File: config.mk
export PLATFORM = sky130hd
export DESIGN_NAME = dm_port_arbiter
export DESIGN_NICKNAME = d
export VERILOG_FILES = /design/src/rtl/dm_port_arbiter.sv
export SDC_FILE = /design/constraint.sdc
export NUM_CORES = 1
export LEC_CHECK = 0
export CAP_MARGIN = 20
export CORE_AREA = 2 2 119 121
export DETAILED_ROUTE_END_ITERATION = 12
export DIE_AREA = 0 0 121 123
export GPL_TIMING_DRIVEN = 0
export PLACE_DENSITY_LB_ADDON = 0.1
export SYNTH_ARGS = -nofsm -noshare
export SYNTH_HDL_FRONTEND = slang
export SYNTH_SLANG_ARGS = --single-unit
File: constraint.sdc
create_clock -name clk -period 2.1 [get_ports clk]
set_input_delay 0.315 -clock clk [delete_from_list [all_inputs] [get_ports clk]]
set_output_delay 0.315 -clock clk [all_outputs]
set_load 0.01 [all_outputs]
File: src/rtl/dm_port_arbiter.sv
// Data-memory port arbiter: shares one synchronous memory port between the CPU M-stage and a DMA master.
// Optional DMA starvation protection is enabled by defining DM_ARB_FAIR_EN.
module dm_port_arbiter #(
  parameter int unsigned STARVE_LIMIT = 4
) (
  input  logic        clk,
  input  logic        reset,
  input  logic        c_req,
  input  logic [31:0] c_addr,
  input  logic [31:0] c_wdata,
  input  logic [3:0]  c_byteen,
  output logic [31:0] c_rdata,
  output logic        c_stall,
  input  logic        d_valid,
  output logic        d_ready,
  input  logic [31:0] d_addr,
  input  logic [31:0] d_wdata,
  input  logic [3:0]  d_byteen,
  output logic        d_rvalid,
  output logic [31:0] d_rdata,
  output logic        mem_en,
  output logic [31:0] mem_addr,
  output logic [31:0] mem_wdata,
  output logic [3:0]  mem_byteen,
  input  logic [31:0] mem_rdata
);

  typedef enum logic [1:0] {IDLE, RESP_C, RESP_D} state_t;

  state_t state, state_next;
  logic   cpu_elig, grant_c, grant_d, c_is_wr, d_is_wr;

  generate
    if (STARVE_LIMIT < 1 || STARVE_LIMIT > 15) begin : g_bad_limit
      $error("STARVE_LIMIT must be in 1..15");
    end
  endgenerate

`ifdef DM_ARB_FAIR_EN
  localparam logic [3:0] LIMIT = 4'(STARVE_LIMIT);
  logic [3:0] starve_cnt;
  logic       dma_force;

  // A saturated counter hands the next contention to the DMA
  always_ff @(posedge clk or negedge reset) begin
    if (!reset)
      starve_cnt <= 4'd0;
    else if (grant_d)
      starve_cnt <= 4'd0;
    else if (d_valid && starve_cnt != LIMIT)
      starve_cnt <= starve_cnt + 4'd1;
  end

  assign dma_force = d_valid && (starve_cnt == LIMIT);
`endif

  always_comb begin
    c_is_wr  = |c_byteen;
    d_is_wr  = |d_byteen;
    // The CPU request held during RESP_C is the one completing, not a new access
    cpu_elig = c_req && (state != RESP_C);
`ifdef DM_ARB_FAIR_EN
    grant_c  = reset && cpu_elig && !dma_force;
`else
    grant_c  = reset && cpu_elig;
`endif
    grant_d  = reset && d_valid && !grant_c;
  end

  always_ff @(posedge clk or negedge reset) begin
    if (!reset)
      state <= IDLE;
    else
      state <= state_next;
  end

  always_comb begin
    state_next = IDLE;
    if (grant_c && !c_is_wr)
      state_next = RESP_C;
    else if (grant_d && !d_is_wr)
      state_next = RESP_D;
  end

  always_comb begin
    mem_en     = grant_c || grant_d;
    mem_addr   = 32'h0;
    mem_wdata  = 32'h0;
    mem_byteen = 4'h0;
    if (grant_c) begin
      mem_addr   = c_addr;
      mem_wdata  = c_wdata;
      mem_byteen = c_byteen;
    end else if (grant_d) begin
      mem_addr   = d_addr;
      mem_wdata  = d_wdata;
      mem_byteen = d_byteen;
    end
    c_stall  = c_req && !(grant_c && c_is_wr) && (state != RESP_C);
    c_rdata  = (state == RESP_C) ? mem_rdata : 32'h0;
    d_ready  = grant_d;
    d_rvalid = (state == RESP_D);
    d_rdata  = (state == RESP_D) ? mem_rdata : 32'h0;
  end

endmodule

# --- Word-level counts from Yosys, hierarchy flattened ---
# Index checks and enable logic that the tools add are counted.
word_totals:
  ff_bits: 2
  latch_bits: 0
  ramBits: 0
  rom_bits: 0
  in_bits: 172
  output_inout_bits: 136
  elab_cells: 30
  mem_count: 0
classes:
  addsub: 0
  mul: 0
  div_mod_pow: 0
  magnitude_cmp: 0
  n_eq_ne: 3
  n_shift: 0
  mux: 10
  n_bitwise: 0
  reduce_logical: 16
op_table:
  columns: ["op", "count"]
  rows:
  - ["$mux 32", 6]
  - ["$logic_and 1x1->1", 9]
  - ["$mux 4", 2]
  - ["$reduce_or 4->1", 2]
  - ["$logic_not 1->1", 4]
  - ["$mux 2", 2]
  - ["$eq 2x1->1 const B", 1]
  - ["$eq 2x2->1 const B", 1]
  - ["$ne 2x1->1 const B", 1]
  - ["$logic_or 1x1->1", 1]

# --- Depth between registers and ports, before layout ---
depth:
  depth_word: 8
  depth_mapped: 6
  depth_no_buf: 3

# --- Worst setup path after synthesis ---
# Ideal clock, no wire load.
synth_path:
  kind: "register -> output"
  start: "register state[1]"
  end: "output port mem_addr[10]"
  arrival_ns: 1.298
  t_required_ns: 1.785
  setup_slack_ns: 0.487
  stages_incl_launch_ff: 7
  n_path_buf: 3
  path_cell_list: "dfrtp_1 nand2b_4 and3_4 buf_6 buf_6 buf_6 a22o_1"
synth_via:
  elab_chain_cells: 7
synth_rtl:
  columns: ["item", "line", "text"]
  rows:
  - ["from (decl)", "30", "state_t state, state_next;"]
  - ["from (signal assigned)", "74", "state <= state_next;"]
  - ["$ne 2x1->1 *", "61", "cpu_elig = c_req && (state != RESP_C);"]
  - ["$logic_and 1x1->1 *", "61", null]
  - ["$logic_and 1x1->1 *", "65", "grant_c = reset && cpu_elig;"]
  - ["$logic_not 1->1", "67", "grant_d = reset && d_valid && !grant_c;"]
  - ["$logic_and 1x1->1", "67", null]
  - ["$mux 32", "94", "end else if (grant_d) begin"]
  - ["$mux 32 *", "90", "if (grant_c) begin"]
  - ["to (decl)", "22", "output logic [31:0] mem_addr,"]
# Every way passes the cells marked *; elsewhere a longest branch is shown, timed or not.

# --- Worst setup path after layout ---
layout_path:
  start: "register state[0]"
  end: "output port c_rdata[29]"
layout_via:
  elab_chain_cells: 2
layout_rtl:
  columns: ["item", "line", "text"]
  rows:
  - ["$eq 2x1->1", "100", "c_rdata = (state == RESP_C) ? mem_rdata : 32'h0;"]
  - ["$mux 32", "100", null]
  - ["to (decl)", "12", "output logic [31:0] c_rdata,"]
# No other way between the ends.

==> out/qor.yml <==
route:
  vias: 2632
  dr.pass1.iters: 4
  vias_per_cell: 3.95
  ant_nets: 0
  wl_um: 10300
  drt_iter0_drc: 32
  drc_errors: 0
  post_drt_wl_per_cell_um: 15.5
worst_setup_path:
  critPathSlowestCell: "clkdlybuf4s50_1"
  critPathArrivalTime_ps: 1730
  crit_type: "reg -> out"
  r2r_cells: 5
  cp.depth: 4
  path_cells: "nor2b_4, clkbuf_4, and2_1, clkdlybuf4s50_1"
  cp-start-kind: "flip-flop"
  reg2reg_slack_ps: 800
  crit_required_ps: 1780
  path_buf_inv: 2
  crit_family: "buffers and inverters"
  cp-end-kind: "primary output"
  crit_fanout: 10
  cpPeakStageDelay_ps: 560
global_route:
  grt_pass1_vias: 2666
  grt_usage: 0.124
  antenna_found_initial: 1
  grt_pass1_wl_um: 14300
  grt_max_degree: 11
  overflow: 0
power_and_ir_drop:
  p_per_area_nw_per_um2: 216
  swShare: 0.260
  p_int_uw: 744
  p_sw_uw: 261
  p_total_mw: 1.00
  vdd_drop_max_mv: 0.179
  p_comb_frac: 0.678
  p_leak_nw: 2.05
  p_seq_frac: 0.039
  clockPowerShare: 0.283
cts:
  cts.sinks: 2
  cts_max_level: 1
  cts_tree: "yes"
  root_buffer: "clkbuf_16"
  ctsHoldBuffers: 0
  clock_latency_ps: 220
  clk_path_buf_depth: 2
  clk_pin_slew_ps: 30
  numCtsBuffers: 3
synth:
  syn_area_per_cell_sq_um: 7.44
  ys_ff_latch: 2
  ys_types: 16
  synth_area_sq_um: 1260
  syn_nets: 341
  syn_inst: 169
  ys_seq_area_frac: 0.0398
  synth_warnings: 0
floorplanning:
  ios: 308
  placementRows: 43
  die_area_sq_um: 14900
  start_util: 0.0924
  core_sq_um: 13600
  chipWidth_um: 121
  die_h_um: 123
hold_path:
  hold_path_class: "in -> async"
finish:
  final_net_count: 659
  fill_cells: 1439
  seq_area_sq_um: 51.3
  syn_to_final_growth_pct: 270
  largest_reg_flops: 2
  multi_input_area_sq_um: 1110
  largestRegisters: "state (2)"
  drive_gt1_frac: 0.171
  largest_register: "state"
  design_area_sq_um: 4650
timing:
  finalCritPeriodShare: 0.976
  timing_hold_violations_final: 0
  rsz0062_at_grt: "true"
  min_period_ps: 2050
  clock_skew_ps: 0.892
  whs_ps: 66.4
  max_clock_freq_ghz: 0.488
  relSlewSlack: 0.830
  drv_slew: 0
  worst_slew_pin_slew_ps: 255
  setup_viol: 0
place:
  dp_hpwl_um: 8940
  io_buffers: 307
  placed_cell_area_sq_um: 4560
  gp_congestion: 0.708
run:
  drv_cap: 0
status:
  status: "finished, final reports clean"
## power by group through the flow
| stage | Clock (mW) | Combinational [mW] | Sequential, mW |
|---|---|---|---|
| floorplan | 0 | 0.182 | 0.0398 |
| global placement | 0 | 0.718 | 0.0398 |
| detailed placement | 0 | 0.721 | 0.0398 |
| CTS | 0.289 | 0.696 | 0.0397 |
| global route | 0.294 | 0.726 | 0.0397 |
| finish | 0.284 | 0.681 | 0.0397 |
## path summary, 6_finish.rpt
path / startpoint / to
worst min-delay path: reset / state[1]
worst min register to register: state[0] / state[0]
min in group clk: c_req / state[0]
max in group asynchronous: reset / state[0]
worst max-delay path: state[0] / c_rdata[29]
worst max register to register: state[1] / state[1]
## metal layers
| metal | track usage | vias up | part of all wire | routed length (um) |
|---|---|---|---|---|
| met5 | 0 | - | 0 | 0 |
| met4 | 0.0240 | 0 | 0.010 | 106 |
| li1 | - | 1274 | - | - |
| met2 | 0.263 | 170 | 0.58 | 5930 |
| met3 | 0.0530 | 8 | 0.12 | 1280 |
| met1 | 0.104 | 1180 | 0.29 | 2970 |
## cells in the mapped netlist, drive strengths merged
cell type | count | area [sq um]
a22o | 68 | 596
and2 | 65 | 407
buf | 13 | 90.1
clkbuf | 8 | 30.0
nand2 | 3 | 11.3
a21oi | 2 | 13.8
dfrtp | 2 | 50.1
nor2b | 2 | 12.5
and3 | 1 | 11.3
nand2b | 1 | 13.8
nand3 | 1 | 5.00
nor2 | 1 | 3.75
nor4 | 1 | 6.26
or4 | 1 | 7.51
## cells by family (layout without fill, tap and decap cells)
group / Yosys count / in the layout / synth area share
buffers and inverters: 21 / 337 / 0.0955
and+or+nand+nor: 76 / 76 / 0.380
AOI/OAI and AO/OA: 70 / 70 / 0.485
other: 0 / 1 / 0
DFF: 2 / 2 / 0.0398
## worst register-to-register path, cell delays in order (launching register included)
cell	delay (ps)
dfrtp_1	410
nand2b_4	180
a21oi_4	170
buf_12	150
buf_4	180
and2_1	140
## cells in the final DEF (no fill, tap or decap), drive strengths merged
master,count
and3,1
clkdlybuf4s50,215
or4,1
nor2,1
a22o,68
nor2b,2
buf,44
and2,65
clkdlybuf4s15,27
nand2,3
nand2b,1
nor4,1
dfrtp,2
dlygate4sd2,25
clkbuf,25
nand3,1
dlymetal6s2s,1
diode,1
a21oi,2
## what timing repair did
| action | CTS | global route |
|---|---|---|
| gates resized for setup | 248 | 34 |
| pin swaps | 3 | 0 |
| hold endpoints to repair | 0 | 0 |
| endpoints found under the setup margin | 135 | 108 |
| buffers inserted | 4 | 2 |
| gates cloned | 0 | 1 |
## area by class of cell
class / instances / share of cell area
Antenna cell: 1 / 0.000538
Buffer: 20 / 0.0479
Clock buffer: 3 / 0.0162
Multi-Input combinational cell: 146 / 0.239
Sequential cell: 2 / 0.0110
Tap cell: 180 / 0.0485
Timing Repair Buffer: 314 / 0.637
## per-stage QoR
step	cells	TNS (ps)	util	setup slack (ps)
floorplan	169	0	-	487
global placement	656	-48840	0.335	-818
detailed placement	656	-52800	0.335	-821
CTS	663	-4.76	0.344	-4.36
global route	665	-429	0.341	-39.1
finish	666	0	0.341	50.9
(Power assumes the default switching activity.)
